===== src/rtl/pipe_stage_skid.sv =====
// Pipeline stage register with valid/ready handshake, synchronous flush and an
// optional two-entry skid buffer that keeps out_ready off the upstream ready path.
module pipe_stage_skid #(
    parameter int CTRL_W = 10,
    parameter int DATA_W = 37,
    parameter int SKID   = 1
) (
    input  logic              clk,
    input  logic              reset,
    input  logic              in_valid,
    output logic              in_ready,
    input  logic [CTRL_W-1:0] in_ctrl,
    input  logic [DATA_W-1:0] in_data,
    input  logic              flush,
    output logic              out_valid,
    input  logic              out_ready,
    output logic [CTRL_W-1:0] out_ctrl,
    output logic [DATA_W-1:0] out_data,
    output logic [1:0]        occupancy
);

    logic              m_valid_q, m_valid_d;
    logic              s_valid_q, s_valid_d;
    logic              in_ready_q, in_ready_d;
    logic [CTRL_W-1:0] m_ctrl_q, m_ctrl_d;
    logic [CTRL_W-1:0] s_ctrl_q, s_ctrl_d;
    logic [DATA_W-1:0] m_data_q, m_data_d;
    logic [DATA_W-1:0] s_data_q, s_data_d;
    logic              in_xfer;
    logic              out_xfer;

    // Skid mode presents a registered ready; single-register mode forwards out_ready.
    assign in_ready = (SKID != 0) ? in_ready_q : (out_ready | ~m_valid_q);
    assign in_xfer  = in_valid & in_ready;
    assign out_xfer = m_valid_q & out_ready;

    always_comb begin
        m_valid_d = m_valid_q;
        s_valid_d = s_valid_q;
        m_ctrl_d  = m_ctrl_q;
        s_ctrl_d  = s_ctrl_q;
        m_data_d  = m_data_q;
        s_data_d  = s_data_q;

        if (flush) begin
            m_valid_d = 1'b0;
            s_valid_d = 1'b0;
            m_ctrl_d  = '0;
            s_ctrl_d  = '0;
        end else if (SKID == 0) begin
            if (in_xfer) begin
                m_valid_d = 1'b1;
                m_ctrl_d  = in_ctrl;
                m_data_d  = in_data;
            end else if (out_xfer) begin
                m_valid_d = 1'b0;
            end
        end else if (s_valid_q) begin
            // Full: nothing can enter; a drain promotes the skid entry.
            if (out_xfer) begin
                m_ctrl_d  = s_ctrl_q;
                m_data_d  = s_data_q;
                s_valid_d = 1'b0;
            end
        end else if (in_xfer) begin
            if (!m_valid_q || out_ready) begin
                m_valid_d = 1'b1;
                m_ctrl_d  = in_ctrl;
                m_data_d  = in_data;
            end else begin
                s_valid_d = 1'b1;
                s_ctrl_d  = in_ctrl;
                s_data_d  = in_data;
            end
        end else if (out_xfer) begin
            m_valid_d = 1'b0;
        end

        in_ready_d = ~s_valid_d;
    end

    always_ff @(posedge clk or posedge reset) begin
        if (reset) begin
            m_valid_q  <= 1'b0;
            s_valid_q  <= 1'b0;
            in_ready_q <= 1'b1;
            m_ctrl_q   <= '0;
            s_ctrl_q   <= '0;
        end else begin
            m_valid_q  <= m_valid_d;
            s_valid_q  <= s_valid_d;
            in_ready_q <= in_ready_d;
            m_ctrl_q   <= m_ctrl_d;
            s_ctrl_q   <= s_ctrl_d;
        end
    end

    // Payload is qualified by the valid bits, so it carries no reset.
    always_ff @(posedge clk) begin
        m_data_q <= m_data_d;
        s_data_q <= s_data_d;
    end

    assign out_valid = m_valid_q;
    assign out_ctrl  = m_valid_q ? m_ctrl_q : '0;
    assign out_data  = m_data_q;
    assign occupancy = {1'b0, m_valid_q} + {1'b0, s_valid_q};

    // The skid entry is only ever filled behind a held main entry.
    assert property (@(posedge clk) disable iff (reset) !(s_valid_q && !m_valid_q));

endmodule


===== config.mk =====
export PLATFORM = sky130hd
export DESIGN_NAME = pipe_stage_skid
export DESIGN_NICKNAME = d
export VERILOG_FILES = /design/src/rtl/pipe_stage_skid.sv
export SDC_FILE = /design/constraint.sdc
export NUM_CORES = 1
export LEC_CHECK = 0
export ABC_CLOCK_PERIOD_IN_PS = 6390
export BUFFER_PORTS_ARGS = -buffer_cell sky130_fd_sc_hd__buf_2
export CAP_MARGIN = 20
export CORE_UTILIZATION = 56
export CTS_CLUSTER_SIZE = 25
export DETAILED_ROUTE_END_ITERATION = 10
export MAX_ROUTING_LAYER = met4
export PLACE_DENSITY = 0.89
export SLEW_MARGIN = 20
export SYNTH_ARGS = -nofsm -noshare
export SYNTH_HDL_FRONTEND = slang
export SYNTH_SLANG_ARGS = --single-unit
export TNS_END_PERCENT = 1

===== constraint.sdc =====
create_clock -name clk -period 6.39 [get_ports clk]
set_clock_uncertainty 0.15 [all_clocks]
set_input_delay 0 -clock clk [delete_from_list [all_inputs] [get_ports clk]]
set_output_delay 0 -clock clk [all_outputs]
set_load 0.01 [all_outputs]

Word-level counts from Yosys, hierarchy flattened
Cells that the tools add are included.
{"block": "classes", "addsub": 1, "magnitude_cmp": 0, "bitwise_logic": 6, "shift": 0, "div": 0, "n_reduce_logical": 13, "eq_ne": 5, "n_mul": 0, "n_mux": 24}
{"operator": "2-to-1 mux 37 bit", "count": 4}
{"operator": "2-to-1 mux 10 bit", "count": 10}
{"operator": "2-to-1 mux 1 bit", "count": 10}
{"operator": "AND reduction 3 bit", "count": 3}
{"operator": "nonzero test 3 bit", "count": 3}
{"operator": "AND reduction 4 bit", "count": 2}
{"operator": "!= test 3 x 2 -> 1 bit, second input constant", "count": 2}
{"operator": "nonzero test 2 bit", "count": 3}
{"operator": "!= test 2 bit, second input constant", "count": 2}
{"operator": "inverter 1 bit", "count": 4}
{"operator": "adder 1 x 1 -> 2 bit", "count": 1}
{"operator": "bitwise AND 1 bit", "count": 2}
{"operator": "!= test 2 x 1 -> 1 bit, second input constant", "count": 1}
{"operator": "zero test 1 bit", "count": 1}
{"operator": "logical OR 1 bit", "count": 1}
{"block": "totals", "romBits": 0, "word_cells": 56, "ram_bits": 0, "memories": 0, "latchBits": 0, "register_bits": 97}

Logic depth before layout (Yosys ltp)
{"block": "depth", "depth_word": 7, "depth_mapped": 6}

Worst setup path before layout
Ideal clock, no wire load.
{"block": "synth_path", "kind": "register to register", "start": "reg m_valid_q (netlist: out_valid)", "end": "reg m_data_q[0] (netlist: out_data[0]) (enable)", "period_less_slack_ps": 4191, "required_time_ps": 5762, "setup_time_ps": 478, "arrival_time_ps": 3563, "path_stages_with_launch": 5, "slack_ps": 2199, "cell_sequence": "dfrtp_1 -> nor2b_4 -> buf_4 -> clkbuf_1 -> nor3_1"}
{"block": "synth_between", "elab_chain_len": 4, "word_cells_on_any_way": 6, "classes_between": "1 x eq/ne; 1 x bitwise; 4 x reduce/logical"}
{"element": "start: declaration", "line": "22", "source": "logic m_valid_q, m_valid_d;"}
{"element": "start signal: assignment", "line": "90", "source": "m_valid_q <= m_valid_d;"}
{"element": "zero test 1 bit", "line": "66", "source": "if (!m_valid_q || out_ready) begin"}
{"element": "logical OR 1 bit", "line": "66"}
{"element": "nonzero test 2 bit (no line)"}
{"element": "AND reduction 4 bit (no line) (*)"}
{"element": "end signal: assignment", "line": "100", "source": "m_data_q <= m_data_d;"}
{"element": "end: declaration", "line": "27", "source": "logic [DATA_W-1:0] m_data_q, m_data_d;"}
Every way passes the cells marked *; elsewhere a longest branch is shown, timed or not.
A chain may end at the register's enable or synchronous reset.

Final worst setup path
{"block": "layout_path", "start": "reg m_valid_q (netlist: out_valid)", "end": "reg in_ready_q (netlist: in_ready)"}
{"block": "layout_between", "elab_chain_len": 7, "word_cells_on_any_way": 9, "classes_between": "5 x mux; 2 x bitwise; 2 x reduce/logical"}
{"element": "zero test 1 bit", "line": "66"}
{"element": "logical OR 1 bit", "line": "66"}
{"element": "2-to-1 mux 1 bit", "line": "66"}
{"element": "2-to-1 mux 1 bit", "line": "65", "source": "end else if (in_xfer) begin"}
{"element": "2-to-1 mux 1 bit (*)", "line": "58", "source": "end else if (s_valid_q) begin"}
{"element": "2-to-1 mux 1 bit (*)", "line": "45", "source": "if (flush) begin"}
{"element": "inverter 1 bit (*)", "line": "79", "source": "in_ready_d = ~s_valid_d;"}
{"element": "net in_ready_d", "line": "24", "source": "logic in_ready_q, in_ready_d;"}
{"element": "end signal: assignment", "line": "92", "source": "in_ready_q <= in_ready_d;"}
{"element": "end: declaration", "line": "24"}
Mark *: on every way through the listed nets, which the timed path passes. The rest lies on a longest branch.

==> results.md <==
* Post-layout util at 79.1%
* Status: complete, no violations
* CP max stage delay at 970 ps
* Largest net degree at the start of global routing at 56
* Final setup violation count at 0
* Avg WL per Cell at 16.3 um
* Mapped Nets at between 200 and 300
* CP max-delay cell: and3_2
* Net Sw Power at between 200 and 300 uW
* Die height at 85.1 um
* Slew margin rel. at between 30% and 40%
* Synth warn at 0
* CP cell instances: nor2b_4 > and3_2 > a31oi_1 > dlygate4sd3_1
* Final Net Count at 430
* Clock-pin slew on the worst setup and hold paths at 90 ps
* Clock latency on the worst-skew pair at 350 ps
* Yosys reg bits at 97
* Max_cap viols at 0
* Critical Path RT at 6520 ps
* Share of cells above drive strength 1 at a little over two fifths
* Critical path fanouts, max at 49
* Commonest non-fill, non-tap cell in the layout: buf_2
* Min Clock Period, post-route at a little over 3000 ps
* Starting Density at 59.5%
* Post-route ant nets at 0
* Hold Path Class: primary input to flop
* Boundary Pins at between 100 and 150
* Fmax at 325 MHz
* First-pass detailed-route iteration total at 4
* Crit end category: flop
* Row count at 29
* First-pass GRT wire length at between 10,000 and 15,000 um
* IO Port Bufs at between 100 and 150
* Cell area after synthesis at 3860 um^2
* Slew @ Worst Pin at 1040 ps
* Detailed placer's ending HPWL at about 4400 um
* Die width at 85.1 um
* Final Slew Violations at 0
* Root Buffer: clkbuf_8
* Reg-to-Reg End: in_ready$_DFF_PP1_
* Initial antenna violation count at 0
* Leak at 2.06 nW
* Commonest non-fill, non-tap cells in the layout: buf_2 (102), edfxtp_1 (74), dlygate4sd3_1 (52)
* Cell Pwr Density at 243 nW/um^2
* Clk buf depth at 2
* Via count at 2,529
* Synthesis-to-layout area growth at 32.9%
* Final hold slack at between 200 and 250 ps
* Setup Fix Bufs, Post-CTS at 0
* Buffers plus inverters on the worst setup path at 1
* Worst hold start: in_data[32]
* Detailed Route WL at 7490 um
* Combinational cell fraction of total power at 10.4%
* TritonCTS clock tree: done
* Nature of the critical path startpoint: flop
* Worst R2R Setup Slack at 3310 ps
* Vias per std cell at 5.51
* Sequential share of the synthesized area at 72.4%
* Layout Cells excl Fill at 459
* FF-to-FF path depth at 4
* Vias in the first global route at 2,507
* Resized cells post-CTS at 0
* Sequential Power Share at 57.9%
* CTS Buf Count at 9
* DRT iter0 DRCs at 76
* # DRC at 0
* Critical path arrival at 3210 ps
* Clk sink count at 97
* Maximum VDD drop at 165 uV
* GRT Total Usage at a little under a quarter
* Setup TNS at 0 ps
* CP Class: flop to flop
* Dpl cells at 391
* Syn Area/Cell at between 15 and 20 um^2
* Global route overflow at 0
* Top delay family on crit path: simple AND/OR/NAND/NOR gates
* # diodes at 0
* Final hold vios at 0
* P_int at 961 uW
* Die Area at 7240 um^2
* CTS Hold Bufs at 52
* Global placement routability congestion at approximately 0.75
* Synth unique cells at 29
* H-tree depth at 3
* Core Area at 6490 um^2
* Clock power share at 31.7%
* RSZ-0062 raised after global routing: no
* Period utilisation layout at 48.2%
* Synth Instances at ~220
* Net Sw Frac at 22.8%
* Hold Path End: s_data_q[32]$_DFFE_PP_
* Reg2reg start: out_valid$_DFFE_PP0P_
* Hold Crit Depth at 2
area by class of cell:
type / instances / area (um^2)
flip-flops and latches: 97 / 2800
fillers: 364 / 1360
repair buffers: 156 / 1050
multi-input cells: 111 / 982
clock buffers: 9 / 124
well taps: 77 / 96.3
clock inverters: 7 / 78.8
inverters: 2 / 7.51
sequential cells by signal (all words and copies together) (netlist names):
signal and cells:
in_ready 1, m_ctrl_q 10, out_data 37, out_valid 1, s_ctrl_q 10, s_data_q 37
s_valid_q 1
power by group through the flow:
| stage | Sequential [mW] | Combinational [mW] | Clock (mW) |
|---|---|---|---|
| global route | 0.725 | 0.141 | 0.432 |
| detailed placement | 0.735 | 0.104 | 0 |
| floorplan | 0.736 | 0.0578 | 0 |
| finish | 0.722 | 0.129 | 0.395 |
| global placement | 0.734 | 0.100 | 0 |
| CTS | 0.721 | 0.128 | 0.403 |
Yosys cell counts (all sizes together):
master  number  area, um^2
mux2i       10         100
dfrtp       22         551
a22o        10        87.6
ha           1        12.5
nor2b        2        20.0
o41ai        1        8.76
and3b        1        8.76
and2        10        62.6
mux2        37         417
nor3         1        5.00
a31oi        1        6.26
o311ai       1        8.76
a31o         1        8.76
or4          9        67.6
nand2        1        3.75
a21oi       13        68.8
clkbuf       4        15.0
and3         1        6.26
inv          2        7.51
o31ai        9        67.6
buf         10        73.8
edfxtp      74        2220
nor2         1        3.75
nand2b       1        6.26
dfstp        1        26.3
worst max path at each step:
| stage | from | endpoint | slack [ps] | cells after the start |
|---|---|---|---|---|
| finish | out_valid$_DFFE_PP0P_ | in_ready$_DFF_PP1_ | 3310 | 4 |
| global route | out_valid$_DFFE_PP0P_ | in_ready$_DFF_PP1_ | 3140 | 4 |
| CTS | s_valid_q$_DFF_PP0_ | in_ready$_DFF_PP1_ | 3250 | 4 |
| detailed placement | s_valid_q$_DFF_PP0_ | s_data_q[2]$_DFFE_PP_ | 3630 | 2 |
| global placement | s_valid_q$_DFF_PP0_ | s_data_q[23]$_DFFE_PP_ | 3710 | 2 |
| floorplan | out_valid$_DFFE_PP0P_ | out_data[0]$_DFFE_PP_ | 2200 | 4 |
per-layer routing:
metal	global-route usage [%]	part of all wire [%]
met1	28.6	43
met2	37.2	51
met3	3.99	5.0
met4	8.32	1.2
met5	-	0
cells by family (layout without fill, tap and decap cells):
kind of cell | count (synthesis) | after routing | synth area share, %
flip-flops | 97 | 97 | 72.4
multiplexers | 47 | 47 | 13.4
AO/OA/AOI/OAI | 36 | 36 | 6.64
AND/OR/NAND/NOR | 27 | 27 | 4.76
buffers and inverters | 16 | 174 | 2.49
adder cells (fa/ha/maj) | 1 | 1 | 0.324
stage by stage:
step | power [mW] | instance area (um^2) | worst slack, ps
2_1_floorplan | 0.794 | 3860 | 2200
3_3_place_gp | 0.834 | 4410 | 3710
3_5_place_dp | 0.839 | 4410 | 3630
4_1_cts | 1.25 | 5130 | 3250
5_1_grt | 1.30 | 5140 | 3140
6_report | 1.25 | 5140 | 3310
Note: power is estimated with default switching activity, not from simulation.
